$ cat src/rtl/cpu_sequencer.sv
// cpu_sequencer: multi-cycle FETCH/EXEC sequencer gating PC and register-file strobes once per instruction.
// Define SEQ_TIMEOUT_EN to build the load timeout counter and sticky err flag.
module cpu_sequencer #(
    parameter int MUL_CYCLES = 3,
    parameter int LD_TIMEOUT = 15
) (
    input  logic       clk,
    input  logic       reset,
    input  logic       run,
    input  logic       dec_pcincr,
    input  logic       dec_pcabs,
    input  logic       dec_pcrel,
    input  logic       dec_w,
    input  logic       dec_ld,
    input  logic       dec_mul,
    input  logic       mem_ack,
    output logic       ir_en,
    output logic       pc_incr,
    output logic       pc_abs,
    output logic       pc_rel,
    output logic       reg_we,
    output logic       mul_start,
    output logic       mem_req,
    output logic       busy,
    output logic [1:0] seq_state,
    output logic       err
);
    typedef enum logic [1:0] {FETCH = 2'd0, EXEC = 2'd1, MUL_WAIT = 2'd2, LD_WAIT = 2'd3} state_t;
    state_t     r_state, w_next;
    logic [3:0] r_mul_cnt;
    logic       w_exec_plain, w_mul_done, w_ld_done, w_ld_abort;

    assign w_exec_plain = r_state == EXEC && !dec_mul && !dec_ld;
    assign w_mul_done   = r_state == MUL_WAIT && r_mul_cnt == 4'd0;
    assign w_ld_done    = r_state == LD_WAIT && mem_ack;

    always_ff @(posedge clk or posedge reset)
        if (reset) r_state <= FETCH;
        else       r_state <= w_next;

    always_ff @(posedge clk or posedge reset)
        if (reset)                                r_mul_cnt <= 4'd0;
        else if (r_state == EXEC && dec_mul)      r_mul_cnt <= 4'(MUL_CYCLES - 1);
        else if (r_state == MUL_WAIT && !w_mul_done) r_mul_cnt <= r_mul_cnt - 4'd1;

`ifdef SEQ_TIMEOUT_EN
    logic [7:0] r_to_cnt;
    logic       r_err;
    assign w_ld_abort = r_state == LD_WAIT && !mem_ack && r_to_cnt == 8'(LD_TIMEOUT - 1);
    assign err        = r_err;
    always_ff @(posedge clk or posedge reset)
        if (reset) begin
            r_to_cnt <= 8'd0;
            r_err    <= 1'b0;
        end else begin
            if (r_state == EXEC)                     r_to_cnt <= 8'd0;
            else if (r_state == LD_WAIT && !mem_ack) r_to_cnt <= r_to_cnt + 8'd1;
            if (w_ld_abort) r_err <= 1'b1;
        end
`else
    assign w_ld_abort = 1'b0;
    assign err        = 1'b0;
`endif

    always_comb begin
        w_next = r_state;
        case (r_state)
            FETCH:    w_next = run ? EXEC : FETCH;
            EXEC:     w_next = dec_mul ? MUL_WAIT : dec_ld ? LD_WAIT : FETCH;
            MUL_WAIT: w_next = w_mul_done ? FETCH : MUL_WAIT;
            LD_WAIT:  w_next = (w_ld_done || w_ld_abort) ? FETCH : LD_WAIT;
            default:  w_next = FETCH;
        endcase
    end

    // State is forced to FETCH by reset; only ir_en also needs explicit gating.
    always_comb begin
        ir_en     = !reset && r_state == FETCH && run;
        pc_incr   = w_exec_plain ? dec_pcincr : (w_mul_done || w_ld_done || w_ld_abort);
        pc_abs    = w_exec_plain && dec_pcabs;
        pc_rel    = w_exec_plain && dec_pcrel;
        reg_we    = w_exec_plain ? dec_w : (w_mul_done || w_ld_done);
        mul_start = r_state == EXEC && dec_mul;
        mem_req   = (r_state == EXEC && !dec_mul && dec_ld) || r_state == LD_WAIT;
        busy      = r_state != FETCH;
        seq_state = r_state;
    end
endmodule

$ cat config.mk
export PLATFORM = sky130hd
export DESIGN_NAME = cpu_sequencer
export DESIGN_NICKNAME = d
export VERILOG_FILES = /design/src/rtl/cpu_sequencer.sv
export SDC_FILE = /design/constraint.sdc
export NUM_CORES = 1
export LEC_CHECK = 0
export ABC_AREA = 1
export BUFFER_PORTS_ARGS = -buffer_cell sky130_fd_sc_hd__buf_4
export CAP_MARGIN = 10
export CORE_AREA = 2 2 39 41
export CTS_CLUSTER_SIZE = 40
export DETAILED_ROUTE_END_ITERATION = 10
export DIE_AREA = 0 0 41 43
export GPL_ROUTABILITY_DRIVEN = 0
export GPL_TIMING_DRIVEN = 0
export SLEW_MARGIN = 10
export SYNTH_ARGS = -nofsm -noshare
export SYNTH_HDL_FRONTEND = slang
export SYNTH_SLANG_ARGS = --single-unit
$ cat constraint.sdc
create_clock -name clk -period 1.5 [get_ports clk]
set_clock_uncertainty 0.1 [all_clocks]
set_input_delay 0.3 -clock clk [delete_from_list [all_inputs] [get_ports clk]]
set_output_delay 0.3 -clock clk [all_outputs]
set_load 0.02 [all_outputs]
==> qor.yml <==
nFillCells: 140
hpwlAfterDp_um: 778
internal_power_mw: 0.786
drcViolationCount: 0
synth_fp_nets: 78
core_area_mm2: 0.00138
yosysTopAreaCellShare_pct: 32.3
status: "complete, but fails checks"
violations: "setup timing"
synth-main-ff-cell: "dfrtp_1"
dieWidth_um: 41
syn_to_final_growth_pct: 64.2
cp.arrival_ps: 1230
initial_utilization_pct: 33.5
gr-usage-all-layers_pct: 13.4
synth_edf_count: 0
dieArea_mm2: 0.00176
insertedDiodeCount: 0
crit_fanout: 4
io_pins: 21
rrSetupSlack_ps: 260
drv_cap: 0
fin_crit_ps: 1630
power.share.clock_pct: 9.5
fmax_ghz: 0.614
drt_wl_total_um: 998
antenna_found_initial: 0
hold_viol: 0
switching_share_pct: 46.1
wl_per_cell_um: 8.99
yosysTopAreaCell: "dfrtp_1"
endpoint_kind: "output port"
ys_warn_count: 0
postLayoutSetupSlackWorst_ps: -129
finalSetupViolations: 7
dp_slack_ps: 26.5
fp.dieH_um: 43
combPwrFrac_pct: 69.4
crit_path_start_kind: "flip-flop"
grt_max_degree: 8
layout-drive-gt1-share_pct: 52.6
clk_pin_slew_worst_paths_ps: 40
rsz0062_at_grt: "true"
synth_seq_cells: 6
p_leak_nw: 0.439
ys_async_sr_fraction_pct: 100
nNetsFinal: 109
insertion_delay_ps: 240
vias: 492
row_count: 14
netlist_instances: 66
period_share_pct: 109
hp-class: "in2reg"
cts_sinks: 6
synth.cell_area_um2: 464
via_per_inst: 4.43
clock_tree.htree_level_count: 1
cts_tree: "built"
io_buffers: 19
peakVddDrop_mv: 1.05
cts_buffer_depth: 2
critical_path_class: "reg2out"
yosysMostFrequentCell: "nand3_1"
cp.required_ps: 1100
p_seq_share_pct: 21.1
synth.avg_cell_area_um2: 7.03
drtIter0Drc: 5
synth_cell_types: 19
report.final.slew_viol_count: 0
grt_pass1_wl_mm: 1.52
antenna_left: 0
grt_pass1_vias: 412
switchingPower_mw: 0.671
first_pass_iters: 4
power_mw: 1.46
synth_area_leaders: "dfrtp_1, nand3_1, nand2_1"
overflow: 0
synth_common_cells: "nand3_1, nand2_1, inv_1"
seq_area_frac_synth_pct: 32.3
power_density_mw_per_mm2: 1910
cts_root_buffer: "clkbuf_4"
cts_buffers: 3
state kept, by name, indices dropped and copies added (netlist names):
| register | cells |
|---|---|
| seq_state | 2 |
| r_mul_cnt | 4 |
final cells by class:
cell class / count / area [µm²] / share of cell area (%)
buffer: 1 / 7.51 / 0.985
inverter: 14 / 58.8 / 7.72
multi-input combinational: 45 / 285 / 37.4
clock buffer: 3 / 22.5 / 2.96
timing repair buffer: 26 / 216 / 28.4
tap: 16 / 20.0 / 2.63
sequential: 6 / 151 / 19.9
cell usage in the layout, fill, tap and decap left out, types with 2 or more instances in the layout:
master	n
buf_4	21
buf_6	5
clkbuf_4	3
dfrtp_1	5
ha_1	2
inv_1	8
inv_2	3
inv_4	2
nand2_1	10
nand2_2	3
nand2_4	2
nand3_1	10
nand3_2	5
nor2_1	3
nor2_2	2
nor2_4	2
o21ai_1	2
worst paths after layout:
path                                       endpoint                startpoint  cells after the start
max                                          pc_abs    seq_state[1]$_DFF_PP0_                      6
min                          seq_state[0]$_DFF_PP0_                       run                      3
max reg2reg                r_mul_cnt[1]$_DFFE_PP0P_  r_mul_cnt[0]$_DFFE_PP0P_                      7
min reg2reg                r_mul_cnt[0]$_DFFE_PP0P_  r_mul_cnt[0]$_DFFE_PP0P_                      1
max in group asynchronous    seq_state[1]$_DFF_PP0_                     reset                      3
min in group asynchronous    seq_state[0]$_DFF_PP0_                     reset                      3
metal layers:
metal / vias up / track usage (%) / routed length (µm)
li1: 260 / - / -
met1: 219 / 16.7 / 425
met2: 13 / 18.1 / 528
met3: 0 / 3.14 / 44
met4: 0 / 12.0 / 0
met5: - / 0 / 0
repair_timing:
item / CTS / global route
setup endpoints to repair: 7 / 8
pin swaps: 3 / 1
buffers inserted: 5 / 1
resized for setup: 10 / 8
hold buffers: 1 / 0
endpoints found under the hold margin: 6 / 0
kinds of logic after synthesis:
family,synth area share (%)
AO/OA/AOI/OAI,3.23
XOR/XNOR,1.89
adder cells (fa/ha/maj),5.39
buffers and inverters,13.7
flip-flops,32.3
other,0.808
AND/OR/NAND/NOR,42.6
power groups by stage:
stage	registers (mW)	clock network, mW	logic [mW]
after floorplan	0.336	0	0.524
after global placement	0.315	0	0.780
after detailed placement	0.315	0	0.787
after CTS	0.305	0.149	0.947
after global routing	0.317	0.156	1.11
final	0.307	0.139	1.01
metrics by stage:
step | std cells | instance area [µm²] | hold slack (ps) | util [%] | TNS, ps
3_3_place_gp | 101 | 627 | 136 | 45.3 | 0
3_5_place_dp | 101 | 627 | 135 | 45.3 | 0
2_1_floorplan | 66 | 464 | -9.04 | - | -171
5_1_grt | 111 | 762 | 250 | 55.1 | -1300
6_report | 111 | 762 | 242 | 55.1 | -691
4_1_cts | 110 | 728 | 231 | 52.6 | -782
worst max-delay path, stage by stage (launching register included):
cell and delay [ps]:
dfrtp_2 430, nor2_4 120, nand2_2 70, nor2_4 110, inv_2 60, nor2_2 90, buf_6 120
No activity file was read; power rests on OpenSTA's default activity.
